`src/rtl/hydra_router.sv`:
```
// hydra_router: routes FIFO packets to per-port TX UARTs and round-robin merges
// per-port RX UART packets into a single stream with a bounded consumer wait.
module hydra_router #(
  parameter int PKT_W   = 63,
  parameter int NPORT   = 4,
  parameter int DIR_BIT = 62,
  parameter int TIMEOUT = 47
) (
  input  logic                   clk,
  input  logic                   reset_n,
  input  logic [PKT_W-1:0]       fifo_data,
  input  logic                   ld_tx_data,
  input  logic [NPORT-1:0]       enable_piso_upstream,
  input  logic [NPORT-1:0]       enable_piso_downstream,
  input  logic [NPORT-1:0]       enable_posi,
  input  logic [NPORT-1:0]       tx_busy,
  input  logic [NPORT-1:0]       rx_empty_uart,
  input  logic [NPORT*PKT_W-1:0] rx_data_in,
  input  logic                   comms_busy,
  output logic [NPORT*PKT_W-1:0] tx_data,
  output logic [NPORT-1:0]       ld_tx_data_uart,
  output logic [NPORT-1:0]       uld_rx_data_uart,
  output logic [NPORT-1:0]       rx_enable,
  output logic [NPORT-1:0]       tx_enable,
  output logic                   tx_busy_any,
  output logic [PKT_W-1:0]       rx_data,
  output logic                   rx_data_flag,
  output logic                   rx_timeout,
  output logic                   tx_drop
);
  localparam int PW = (NPORT > 1) ? $clog2(NPORT) : 1;
  localparam int TW = $clog2(TIMEOUT + 1);
  typedef enum logic [1:0] {IDLE, LOAD, WAIT, NEXT} state_t;
  state_t state_q, state_d;
  logic [TW-1:0] timer_q, timer_d;
  logic [PW-1:0] rr_q, rr_d, grant, idx;
  logic [NPORT-1:0] pend_q, pend_d, uld_q, uld_d, clr, target, send, ld_q;
  logic [PKT_W-1:0] hold_q [NPORT];
  logic [PKT_W-1:0] rx_data_q, tx_hold_q;
  logic [NPORT*PKT_W-1:0] tx_data_q;
  logic flag_q, to_q, to_d, drop_q, drop_d, tx_vld_q, dir_q, live_q;
  assign rx_enable        = enable_posi;
  assign tx_enable        = enable_piso_upstream | enable_piso_downstream;
  assign tx_busy_any      = |tx_busy;
  assign tx_data          = tx_data_q;
  assign ld_tx_data_uart  = ld_q;
  assign uld_rx_data_uart = uld_q;
  assign rx_data          = rx_data_q;
  assign rx_data_flag     = flag_q;
  assign rx_timeout       = to_q;
  assign tx_drop          = drop_q;
  // Descending scan so the nearest pending port at or after rr_q wins.
  always_comb begin
    grant = rr_q;
    idx   = rr_q;
    for (int k = NPORT - 1; k >= 0; k--) begin
      idx = PW'((int'(rr_q) + k) % NPORT);
      if (pend_q[idx]) grant = idx;
    end
  end
  // live_q keeps the first cycle after reset release free of unload pulses.
  assign uld_d  = ~rx_empty_uart & ~pend_q & ~uld_q & {NPORT{live_q}};
  assign clr    = (state_q == LOAD) ? (NPORT'(1) << grant) : '0;
  assign pend_d = (pend_q & ~clr) | (uld_d & enable_posi);
  assign rr_d   = (state_q != LOAD) ? rr_q : (grant == PW'(NPORT - 1)) ? '0 : grant + PW'(1);
  assign target = dir_q ? enable_piso_downstream : enable_piso_upstream;
  assign send   = tx_vld_q ? (target & ~tx_busy) : '0;
  assign drop_d = tx_vld_q & ((target == '0) | (|(target & tx_busy)));
  always_comb begin
    state_d = state_q;
    timer_d = timer_q;
    to_d    = 1'b0;
    unique case (state_q)
      IDLE: state_d = (|pend_q) ? LOAD : IDLE;
      LOAD: state_d = WAIT;
      WAIT: begin
        timer_d = timer_q + TW'(1);
        if (!comms_busy) state_d = NEXT;
        else if (timer_q == TW'(TIMEOUT - 1)) begin
          state_d = NEXT;
          to_d    = 1'b1;
        end
      end
      NEXT: begin
        timer_d = '0;
        state_d = (|pend_q) ? LOAD : IDLE;
      end
      default: state_d = IDLE;
    endcase
  end
  always_ff @(posedge clk or negedge reset_n)
    if (!reset_n) state_q <= IDLE;
    else          state_q <= state_d;
  always_ff @(posedge clk or negedge reset_n) begin
    if (!reset_n) begin
      timer_q   <= '0;
      rr_q      <= '0;
      pend_q    <= '0;
      uld_q     <= '0;
      live_q    <= 1'b0;
      flag_q    <= 1'b0;
      to_q      <= 1'b0;
      rx_data_q <= '0;
      tx_hold_q <= '0;
      dir_q     <= 1'b0;
      tx_vld_q  <= 1'b0;
      ld_q      <= '0;
      drop_q    <= 1'b0;
      tx_data_q <= '0;
      for (int i = 0; i < NPORT; i++) hold_q[i] <= '0;
    end else begin
      timer_q  <= timer_d;
      rr_q     <= rr_d;
      pend_q   <= pend_d;
      uld_q    <= uld_d;
      live_q   <= 1'b1;
      flag_q   <= (state_q == LOAD);
      to_q     <= to_d;
      tx_vld_q <= ld_tx_data;
      ld_q     <= send;
      drop_q   <= drop_d;
      if (state_q == LOAD) rx_data_q <= hold_q[grant];
      if (ld_tx_data) begin
        tx_hold_q <= fifo_data;
        dir_q     <= fifo_data[DIR_BIT];
      end
      for (int i = 0; i < NPORT; i++) begin
        if (uld_d[i] && enable_posi[i]) hold_q[i] <= rx_data_in[i*PKT_W +: PKT_W];
        if (send[i]) tx_data_q[i*PKT_W +: PKT_W] <= tx_hold_q;
      end
    end
  end
endmodule

```
`config.mk`:
```
export PLATFORM = sky130hd
export DESIGN_NAME = hydra_router
export DESIGN_NICKNAME = d
export VERILOG_FILES = /design/src/rtl/hydra_router.sv
export SDC_FILE = /design/constraint.sdc
export NUM_CORES = 1
export LEC_CHECK = 0
export BUFFER_PORTS_ARGS = -buffer_cell sky130_fd_sc_hd__buf_2
export CAP_MARGIN = 10
export CORE_AREA = 4 4 216 429
export CTS_CLUSTER_SIZE = 16
export DETAILED_ROUTE_END_ITERATION = 10
export DIE_AREA = 0 0 220 433
export PLACE_DENSITY_LB_ADDON = 0.2
export SETUP_SLACK_MARGIN = 0.3
export SLEW_MARGIN = 5
export SYNTH_ARGS = -nofsm -noshare
export SYNTH_HDL_FRONTEND = slang
export SYNTH_SLANG_ARGS = --single-unit
```
`constraint.sdc`:
```
create_clock -name clk -period 2.71 [get_ports clk]
set_input_delay 0 -clock clk [delete_from_list [all_inputs] [get_ports clk]]
set_output_delay 0 -clock clk [all_outputs]
set_load 0.1 [all_outputs]
```
==> metrics.md, run 1 <==
| Metric | Value |
|---|---|
| I/O pins | 674 |
| Worst setup path category | flip-flop to flip-flop |
| Reg clk slew, reported paths | 60 ps |
| Status | complete, no violations |
| Yosys warning total | 0 |
| Slew headroom | 43.1% |
| Synth cell types | 40 |
| MaxCap Viol Count | 0 |
| GR Overflow Total | 0 |
| TritonCTS buffer count | 67 |
| Highest clock rate | 0.425 GHz |
| WHS | 39.5 ps |
| Largest cells by area after synthesis | dfrtp_1, mux2_2, a211oi_1 |
| Gr usage total | 19.1% |
| Worst Max-Slew Pin Slew | 853 ps |
| Met2 wire length | 44400 µm |
| Startpoint Class | flip-flop |
| Antenna violations before repair | 14 |
| Slew Viols, Final | 0 |
| Post-synth EDFFs | 0 |
| Met3 wire length | 8760 µm |
| Crit-path max FO | 12 |
| Number of remaining DRC errors | 0 |
| Vias in the first global route | 21900 |
| Mean number of vias per cell | 4.78 |
| Worst Min Path Start | ld_tx_data |
| CP Capture Type | flip-flop |
| CTS tree | yes |
| Final worst-path cycle share | 86.8% |
| Syn-to-layout area delta | 42.5% |
| Nets | 3267 |
| Detailed Routing Iterations Pass 1 | 4 |
| Register bit total from synthesis | 657 |
| Fin. Hold Viols | 0 |
| H-tree depth | 3 |
| Cells after synthesis | 1851 |
| DRT Wirelength | 93500 µm |
| CP arrival | 2870 ps |
| Top Layer Used | met5 |
| Critical R2R Launch | pend_q[2]$_DFF_PN0_ |
| Final setup viols | 0 |
| Vias | 19800 |
| Commonest non-fill, non-tap cell in the layout | buf_2 |
| Hpwl dp | 64400 µm |
| P_leak | 17.3 nW |
| Die Height | 433 µm |
| Yosys top cell area share | 61.7% |
| Sink Count | 657 |
| Layout fillers | 8334 |
| Die X | 220 µm |
| Placement Rows | 155 |
| Routed Antenna Nets | 0 |
| Peak supply drop | 0.00104 V |
| Final Critical Period | 2350 ps |
| Initial core utilization | 29.9% |
| Leading area contributor after synthesis | dfrtp_1 |
| Global-route wire length before repair | 138000 µm |
| Share of layout cells above drive strength 1 | 47.7% |
| Power Density | 1320 nW/µm² |
| GP Congestion | 0.819 |
| Mean Syn Cell Area | 14.4 µm² |
| Worst hold path class | input pin to flip-flop |
| Most frequent cells in the layout | buf_2, dfrtp_1, mux2_2, dlygate4sd3_1, a211oi_1 |
| Clk buf depth | 3 |
| Worst setup skew after layout | 21.9 ps |
| Iter 0 DRT Violations | 835 |
| Slowest stage delay, CP | 560 ps |
| Post-synth ARST share | 100% |
| Final Power | 50.0 mW |
| Crit-path slowest cell | dlygate4sd3_1 |
| Cell Chain, Critical Path | nor4b_1, buf_4, nand2_4, mux2_2, dlygate4sd3_1 |
| Synth Cell Area | 26700 µm² |
| Largest net degree at the start of global routing | 90 |
| Ys flop type | dfrtp_1 |
| Root Driver | clkbuf_16 |
| Syn Nets | 2196 |
| Final setup TNS | 0 ps |
| Port bufs | 673 |
| Met1 WL | 36700 µm |
| Wire length per cell | 22.5 µm |
| Core Footprint | 89200 µm² |
| Worst Setup SP | pend_q[2]$_DFF_PN0_ |
| Req. time, crit path | 3230 ps |
| Sequential area share after synthesis | 61.7% |
| Die area | 95300 µm² |
| Worst-skew pair later-pin latency | 640 ps |
| RSZ-0062 raised after global routing | no |
per-stage QoR:
stage / std cells / utilization (%) / cell area (µm²) / setup slack (ps)
4_1_cts: 4140 / 42.5 / 37900 / 321
6_report: 4152 / 42.6 / 38000 / 357
5_1_grt: 4150 / 42.6 / 38000 / 327
3_5_place_dp: 3625 / 35.5 / 31700 / 162
3_3_place_gp: 3625 / 35.5 / 31700 / 241
2_1_floorplan: 1851 / - / 26700 / 546
path summary, 6_finish.rpt:
kind                                                       to  slack (ps)  cells past startpoint
max in group asynchronous             hold_q[162]$_DFFE_PN0P_        1300                      5
worst max register to register        hold_q[120]$_DFFE_PN0P_         360                      5
worst max-delay path                  hold_q[120]$_DFFE_PN0P_         360                      5
min in group asynchronous                   tx_drop$_DFF_PN0_         520                      3
worst min-delay path                       tx_vld_q$_DFF_PN0_          40                      2
worst min register to register  uld_rx_data_uart[3]$_DFF_PN0_         490                      1
cell type report:
| type | instances | area, µm² | area share [%] |
|---|---|---|---|
| sequential | 657 | 16400 | 43.3 |
| multi-input combinational | 1057 | 9710 | 25.6 |
| timing repair buffer | 1126 | 8090 | 21.3 |
| clock buffer | 104 | 2000 | 5.26 |
| tap | 1177 | 1470 | 3.88 |
| clock inverter | 13 | 215 | 0.567 |
| inverter | 13 | 48.8 | 0.128 |
| antenna | 5 | 12.5 | 0.0329 |
per-layer routing:
metal  vias to the layer above  track usage [%]
li1                       8830                -
met1                     10000             22.4
met2                       795             31.9
met3                       143             6.47
met4                        18             7.89
met5                         -                0
critical path: cells and delay by family, from the launching register on:
| kind | cells | cell delay [ps] |
|---|---|---|
| buf+inv | 2 | 780 |
| simple gates | 2 | 680 |
| flops | 1 | 460 |
| mux | 1 | 310 |
where the power goes:
part | internal, mW | switching, mW
Combinational | 6.53 | 18.2
Sequential | 13.5 | 2.34
Clock | 5.48 | 3.93
Yosys cell counts (4+ instances only):
master and n:
nor2_1 78, a21oi_1 14, nor4b_1 5, or2_2 5, buf_1 12, buf_4 12
nand4_1 4, buf_2 26, mux2i_1 68, nand2_1 80, a211oi_1 189, clkbuf_1 74
ha_1 6, nor3_1 4, nor2b_1 11, dfrtp_1 657, inv_1 12, mux2_2 563
state kept, by name, summed over array words and instances (netlist names), 2 cells and up:
name              cells
uld_rx_data_uart      4
rr_q                  2
tx_hold_q            63
state_q               2
hold_q              252
timer_q               6
ld_tx_data_uart       4
tx_data             252
rx_data              63
pend_q                4
what timing repair did:
item	4_1_cts	5_1_grt
cloned	2	2
buffers inserted	0	5
endpoints found under the hold margin	880	0
resized for setup	1	4
pin swaps	2	2
hold buffers	396	0
setup endpoints to repair	60	58
logic make-up (layout without fill, tap and decap cells):
family / count (synthesis) / after routing / synth area share, %
DFF: 657 / 657 / 61.7
other: 1 / 6 / 0.0141
adders and majority gates: 6 / 6 / 0.282
and+or+nand+nor: 193 / 193 / 3.09
muxes: 631 / 631 / 26.3
xor gates and xnor gates: 4 / 4 / 0.131
AOI/OAI and AO/OA: 218 / 222 / 5.99
buffers and inverters: 141 / 1256 / 2.46
(Power assumes the default switching activity.)
==> run 2, diff against run 1 <==
--- a/config.mk
+++ b/config.mk
@@ -9,6 +9,6 @@
 export CAP_MARGIN = 10
-export CORE_AREA = 4 4 216 429
+export CORE_AREA = 2 2 214 427
 export CTS_CLUSTER_SIZE = 16
 export DETAILED_ROUTE_END_ITERATION = 10
-export DIE_AREA = 0 0 220 433
+export DIE_AREA = 0 0 216 429
 export PLACE_DENSITY_LB_ADDON = 0.2
==> constraint.sdc (replaced) <==
create_clock -name clk -period 2.71 [get_ports clk]
set_input_delay 0.271 -clock clk [delete_from_list [all_inputs] [get_ports clk]]
set_output_delay 0.271 -clock clk [all_outputs]
set_load 0.1 [all_outputs]
==> metrics.md, run 2 (same netlist as run 1, synthesis figures left out) <==
| Metric | Value |
|---|---|
| Final worst-path cycle share | 83.9% (-2.9 points) |
| GR Overflow Total | 0 (unchanged) |
| Commonest non-fill, non-tap cell in the layout | buf_2 |
| Final core occ | 42.0% (-0.55 points) |
| Final Critical Period | 2270 ps (-79.4 ps) |
| MaxCap Viol Count | 0 (unchanged) |
| Antenna violations before repair | 12 (-2) |
| Startpoint Class | flip-flop |
| Share of layout cells above drive strength 1 | 49.2% (+1.5 points) |
| Reg clk slew, reported paths | 60 ps (about the same) |
| Vias | 19500 (-1.5%) |
| Worst setup path category | flip-flop to flip-flop |
| Worst Setup SP | pend_q[0]$_DFF_PN0_ |
| CTS tree | yes |
| CP arrival | 2800 ps (-70 ps) |
| Final setup viols | 0 (unchanged) |
| Nets | 3201 (-2.0%) |
| Peak supply drop | 0.000911 V (-13%) |
| Die Height | 429 µm (-0.92%) |
| Setup repair bufs after CTS | 0 (unchanged) |
| WHS | 66.0 ps (+26.5 ps) |
| Placement Rows | 155 (unchanged) |
| Comb pwr share | 48.6% (-0.9 points) |
| Wire length per cell | 22.3 µm (-0.73%) |
| Sink Count | 657 (unchanged) |
| Power Density | 1330 nW/µm² (+1.4%) |
| CP Capture Type | flip-flop |
| Crit-path slowest cell | dfrtp_1 |
| Slew Viols, Final | 0 (unchanged) |
| Cell Chain, Critical Path | or3b_2, clkinv_1, a211o_4, buf_12, mux2i_1, a211oi_1 |
| Final setup TNS | 0 ps (unchanged) |
| Iter 0 DRT Violations | 749 (-10%) |
| TritonCTS buffer count | 67 (unchanged) |
| Die X | 216 µm (-1.8%) |
| Worst setup skew after layout | 31.1 ps (+9.14 ps) |
| Critical R2R Launch | pend_q[0]$_DFF_PN0_ |
| H-tree depth | 3 (unchanged) |
| Global-route wire length before repair | 138000 µm (-0.27%) |
| Routed Antenna Nets | 0 (unchanged) |
| P_leak | 17.1 nW (-1.1%) |
| NetSw | 24.4 mW (-0.19%) |
| Root Driver | clkbuf_16 |
| Syn-to-layout area delta | 40.7% |
| Sequential Power Share | 31.4% (-0.2 points) |
| RSZ-0062 raised after global routing | no |
| Fin. Hold Viols | 0 (unchanged) |
| Initial core utilization | 29.9% (unchanged) |
| Mean number of vias per cell | 4.78 (about the same) |
| Reg-to-reg slack, setup | 440 ps (+80 ps) |
| Status | complete, no violations |
| Largest net degree at the start of global routing | 79 (-12%) |
| Slowest stage delay, CP | 510 ps (-50 ps) |
| Int Pwr | 25.6 mW (+0.35%) |
| Clk buf depth | 3 (unchanged) |
| Vias in the first global route | 21500 (-2.0%) |
| Port bufs | 673 (unchanged) |
| Number of remaining DRC errors | 0 (unchanged) |
| Core Footprint | 89200 µm² (unchanged) |
| Slew headroom | 40.0% (-3.2 points) |
| Req. time, crit path | 3240 ps (about the same) |
| Gr usage total | 19.5% (+0.43 points) |
| I/O pins | 674 (unchanged) |
| Crit-path max FO | 51 (+39) |
| Worst-skew pair later-pin latency | 630 ps (about the same) |
| Highest clock rate | 0.440 GHz (+3.5%) |
| Most frequent cells in the layout | buf_2, dfrtp_1, mux2_2, dlygate4sd3_1, a211oi_1 |
| Worst Min Path Start | ld_tx_data |
| Worst hold path class | input pin to flip-flop |
| Detailed Routing Iterations Pass 1 | 5 (+1) |
| Clk pwr share | 20.0% (+1.2 points) |
| GP Congestion | 0.846 (+3.4%) |
| Worst Max-Slew Pin Slew | 901 ps (+47.8 ps) |
| Switch share | 48.9% (-0.14 points) |
| Die area | 92700 µm² (-2.7%) |
| DRT Wirelength | 91400 µm (-2.2%) |
| Hpwl dp | 63400 µm (-1.6%) |
[run 2: changes by cell type in the layout (fill, tap and decap cells not counted), sizes merged, moves of 2 or more]
| cell | previous run | this run |
|---|---|---|
| a211o | 3 | 1 |
| bufinv | 4 | 8 |
| clkbuf | 104 | 92 |
| clkinv | 5 | 14 |
| diode | 5 | 7 |
| dlygate4sd3 | 395 | 332 |
| o21ai | 6 | 4 |
[run 2: cell type report]
| class | instances | area, µm² |
|---|---|---|
| Antenna cell | 7 | 17.5 |
| Clock buffer | 91 | 1970 |
| Clock inverter | 28 | 403 |
| Fill cell | 8398 | 51700 |
| Inverter | 13 | 48.8 |
| Multi-Input combinational cell | 1053 | 9680 |
| Sequential cell | 657 | 16400 |
| Tap cell | 1177 | 1470 |
| Timing Repair Buffer | 1064 | 7460 |
[run 2: power by group through the flow]
stage / combinational [mW] / clock (mW) / sequential, mW
floorplan: 7.62 / 0 / 26.5
global placement: 23.5 / 0 / 15.8
detailed placement: 23.8 / 0 / 15.9
CTS: 24.2 / 10.3 / 15.7
global route: 25.4 / 10.7 / 16.2
finish: 24.3 / 10.0 / 15.7
[run 2: layer usage]
metal / wire, µm / share of wire, % / global-route usage, % / vias up
li1: - / - / - / 8672
met1: 36800 / 40 / 23.1 / 9923
met2: 44700 / 49 / 33.7 / 796
met3: 7760 / 8.5 / 6.06 / 134
met4: 2110 / 2.3 / 5.86 / 6
met5: 38 / 0.042 / 0 / -
[run 2: worst max-delay path, delay by kind of cell, from the launching register on]
family          cells  cell delay, ps
compound gates      2             570
buf+inv             2             420
flops               1             510
mux                 1             130
simple gates        1             510
[run 2: path summary, 6_finish.rpt]
kind | end | cells after the start
max in group asynchronous | rx_data[36]$_DFFE_PN0P_ | 3
min in group asynchronous | tx_data[38]$_DFFE_PN0P_ | 2
min | tx_vld_q$_DFF_PN0_ | 1
min reg2reg | tx_data[65]$_DFFE_PN0P_ | 1
max | rx_data[47]$_DFFE_PN0P_ | 6
max reg2reg | rx_data[47]$_DFFE_PN0P_ | 6
[run 2: per-stage QoR]
step	setup slack, ps	power [mW]	cell area [µm²]	instances
finish	436	50.0	37500	4090
floorplan	546	34.1	26700	1851
global route	242	52.3	37500	4089
CTS	324	50.3	37400	4082
global placement	402	39.2	31700	3631
detailed placement	333	39.7	31700	3631
[run 2: repair_timing]
action	4_1_cts	5_1_grt
hold buffers	332	0
gates resized for setup	0	4
endpoints found under the hold margin	377	0
endpoints found under the setup margin	0	49
==> run 3, diff against run 2 <==
Clock period 2.71 ns to 2.3 ns, I/O delays scaled along.
==> metrics.md, run 3 (same netlist as run 1, synthesis figures left out) <==
| Metric | Value |
|---|---|
| Status | complete, no violations |
| CP Capture Type | flip-flop |
| Most frequent cells in the layout | buf_2, dfrtp_1, mux2_2, dlygate4sd3_1, a211oi_1 |
| Sink Count | 657 (unchanged) |
| Die area | 92700 µm² (unchanged) |
| GP Congestion | 0.850 (+0.47%) |
| Clk pwr share | 17.3% (-2.7 points) |
| Gr usage total | 19.4% (-0.11 points) |
| Global-route wire length before repair | 138000 µm (about the same) |
| Vias | 19700 (+0.74%) |
| Final setup viols | 0 (unchanged) |
| CTS tree | yes |
| GR Overflow Total | 0 (unchanged) |
| DRT Wirelength | 93100 µm (+1.9%) |
| Peak supply drop | 0.000967 V (+6.1%) |
| Slowest stage delay, CP | 460 ps (-50 ps) |
| Placement Rows | 155 (unchanged) |
| Comb pwr share | 52.1% (+3.5 points) |
| Vias in the first global route | 21600 (+0.39%) |
| Slew headroom | 60.4% (+20 points) |
| Worst Max-Slew Pin Slew | 598 ps (-303 ps) |
| Hpwl dp | 63400 µm (about the same) |
| DP Cell Count | 3637 (+0.17%) |
| Share of layout cells above drive strength 1 | 52.9% (+3.7 points) |
| Worst hold path class | input pin to flip-flop |
| Die Height | 429 µm (unchanged) |
| Critical path buffers and inverters | 2 (unchanged) |
| Final setup TNS | 0 ps (unchanged) |
| P_leak | 17.4 nW (+1.9%) |
| Port bufs | 673 (unchanged) |
| Detailed Routing Iterations Pass 1 | 6 (+1) |
| Cell Chain, Critical Path | nor3b_4, o22ai_4, a211o_4, buf_12, buf_16, mux2i_1, a211oi_1 |
| Final Critical Period | 2070 ps (-204 ps) |
| Clk buf depth | 3 (unchanged) |
| Number of remaining DRC errors | 0 (unchanged) |
| CP arrival | 2620 ps (-180 ps) |
| Root Driver | clkbuf_16 |
| Layout fillers | 8195 (-2.4%) |
| Startpoint Class | flip-flop |
| Highest clock rate | 0.483 GHz (+9.9%) |
| Power Density | 1580 nW/µm² (+18%) |
| Fin. Hold Viols | 0 (unchanged) |
| Met2 Usage GRT | 33.1% (-0.60 points) |
| Worst setup path category | flip-flop to flip-flop |
| Crit-path slowest cell | dfrtp_2 |
| Crit-path max FO | 10 (-80%) |
| Nets | 3240 (+1.2%) |
| Sequential Power Share | 30.6% (-0.8 points) |
| Met3 usage | 5.48% (-0.59 points) |
| Antenna violations before repair | 1 (-11) |
| Final worst-path cycle share | 90.0% (+6.1 points) |
| Crit path max-delay family | compound AO/OA/AOI/OAI gates |
| Gr busiest metal | met2 |
| Final Power | 60.9 mW (+22%) |
| Met1 Use GR | 23.6% (+0.50 points) |
| Die X | 216 µm (unchanged) |
| Switch share | 49.1% (+0.21 points) |
| Req. time, crit path | 2850 ps (-390 ps) |
| Initial core utilization | 29.9% (unchanged) |
| Worst-skew pair later-pin latency | 640 ps (about the same) |
| MaxCap Viol Count | 0 (unchanged) |
| I/O pins | 674 (unchanged) |
| Routed Antenna Nets | 0 (unchanged) |
| Fin cells | 4122 (+0.78%) |
| Slew Viols, Final | 0 (unchanged) |
| Int Pwr | 31.0 mW (+21%) |
| Core Footprint | 89200 µm² (unchanged) |
| RSZ-0062 raised after global routing | yes |
| Worst setup skew after layout | 33.3 ps (+2.27 ps) |
| Reg clk slew, reported paths | 70 ps (about the same) |
| H-tree depth | 2 (-1) |
| Commonest non-fill, non-tap cell in the layout | buf_2 |
| NetSw | 29.9 mW (+22%) |
| TritonCTS buffer count | 60 (-10%) |
| Largest net degree at the start of global routing | 78 (-1.3%) |
| Mean number of vias per cell | 4.77 (about the same) |
| WHS | 111 ps (+44.6 ps) |
| Iter 0 DRT Violations | 954 (+27%) |
| Wire length per cell | 22.6 µm (+1.1%) |
| Syn-to-layout area delta | 44.8% |
==> run 3: per-layer routing <==
metal | share of wire [%] | vias to the layer above
met3 | 7.8 | 111
li1 | - | 8759
met5 | 0 | -
met1 | 41 | 10100
met4 | 3.0 | 0
met2 | 49 | 753
==> run 3: power groups by stage <==
stage	Sequential [mW]	Combinational [mW]	Clock, mW
floorplan	31.2	9.03	0
global placement	18.6	27.9	0
detailed placement	18.7	28.3	0
CTS	18.6	30.5	10.9
global route	19.1	33.1	11.3
finish	18.6	31.7	10.5
==> run 3: worst register-to-register path, stage by stage (launching register included) <==
cell	delay, ps
dfrtp_2	460
nor3b_4	250
o22ai_4	100
a211o_4	410
buf_12	200
buf_16	190
mux2i_1	140
a211oi_1	220
==> run 3: path summary, 6_finish.rpt <==
kind | cells after the start | endpoint | slack [ps] | startpoint
max | 7 | rx_data[25]$_DFFE_PN0P_ | 230 | pend_q[2]$_DFF_PN0_
min | 4 | pend_q[3]$_DFF_PN0_ | 110 | enable_posi[3]
max reg2reg | 7 | rx_data[25]$_DFFE_PN0P_ | 230 | pend_q[2]$_DFF_PN0_
min reg2reg | 1 | uld_rx_data_uart[3]$_DFF_PN0_ | 480 | uld_rx_data_uart[3]$_DFF_PN0_
max in group asynchronous | 3 | tx_data[77]$_DFFE_PN0P_ | 1220 | reset_n
min in group asynchronous | 2 | tx_data[129]$_DFFE_PN0P_ | 170 | reset_n
==> run 3: layout make-up <==
| cell class | instances | area [µm²] | area share (%) |
|---|---|---|---|
| flip-flops and latches | 657 | 16500 | 42.6 |
| clock inverters | 20 | 233 | 0.603 |
| multi-input cells | 1053 | 10200 | 26.5 |
| clock buffers | 90 | 1830 | 4.75 |
| inverters | 13 | 48.8 | 0.126 |
| well taps | 1177 | 1470 | 3.81 |
| repair buffers | 1110 | 8330 | 21.6 |
| diodes | 2 | 5.00 | 0.0130 |
==> run 3: per-stage QoR <==
step	setup WS (ps)	utilization, %	instance area [µm²]
3_5_place_dp	110	35.8	31900
4_1_cts	201	42.6	38000
6_report	231	43.3	38600
3_3_place_gp	159	35.8	31900
5_1_grt	173	43.3	38600
2_1_floorplan	306	-	26700
==> run 3: repair_timing <==
item / 4_1_cts / 5_1_grt
hold buffers: 339 / 0
gates cloned: 7 / 6
hold endpoints to repair: 476 / 0
gates resized for setup: 56 / 87
endpoints found under the setup margin: 65 / 216
buffers inserted: 13 / 8
pin swaps: 17 / 37
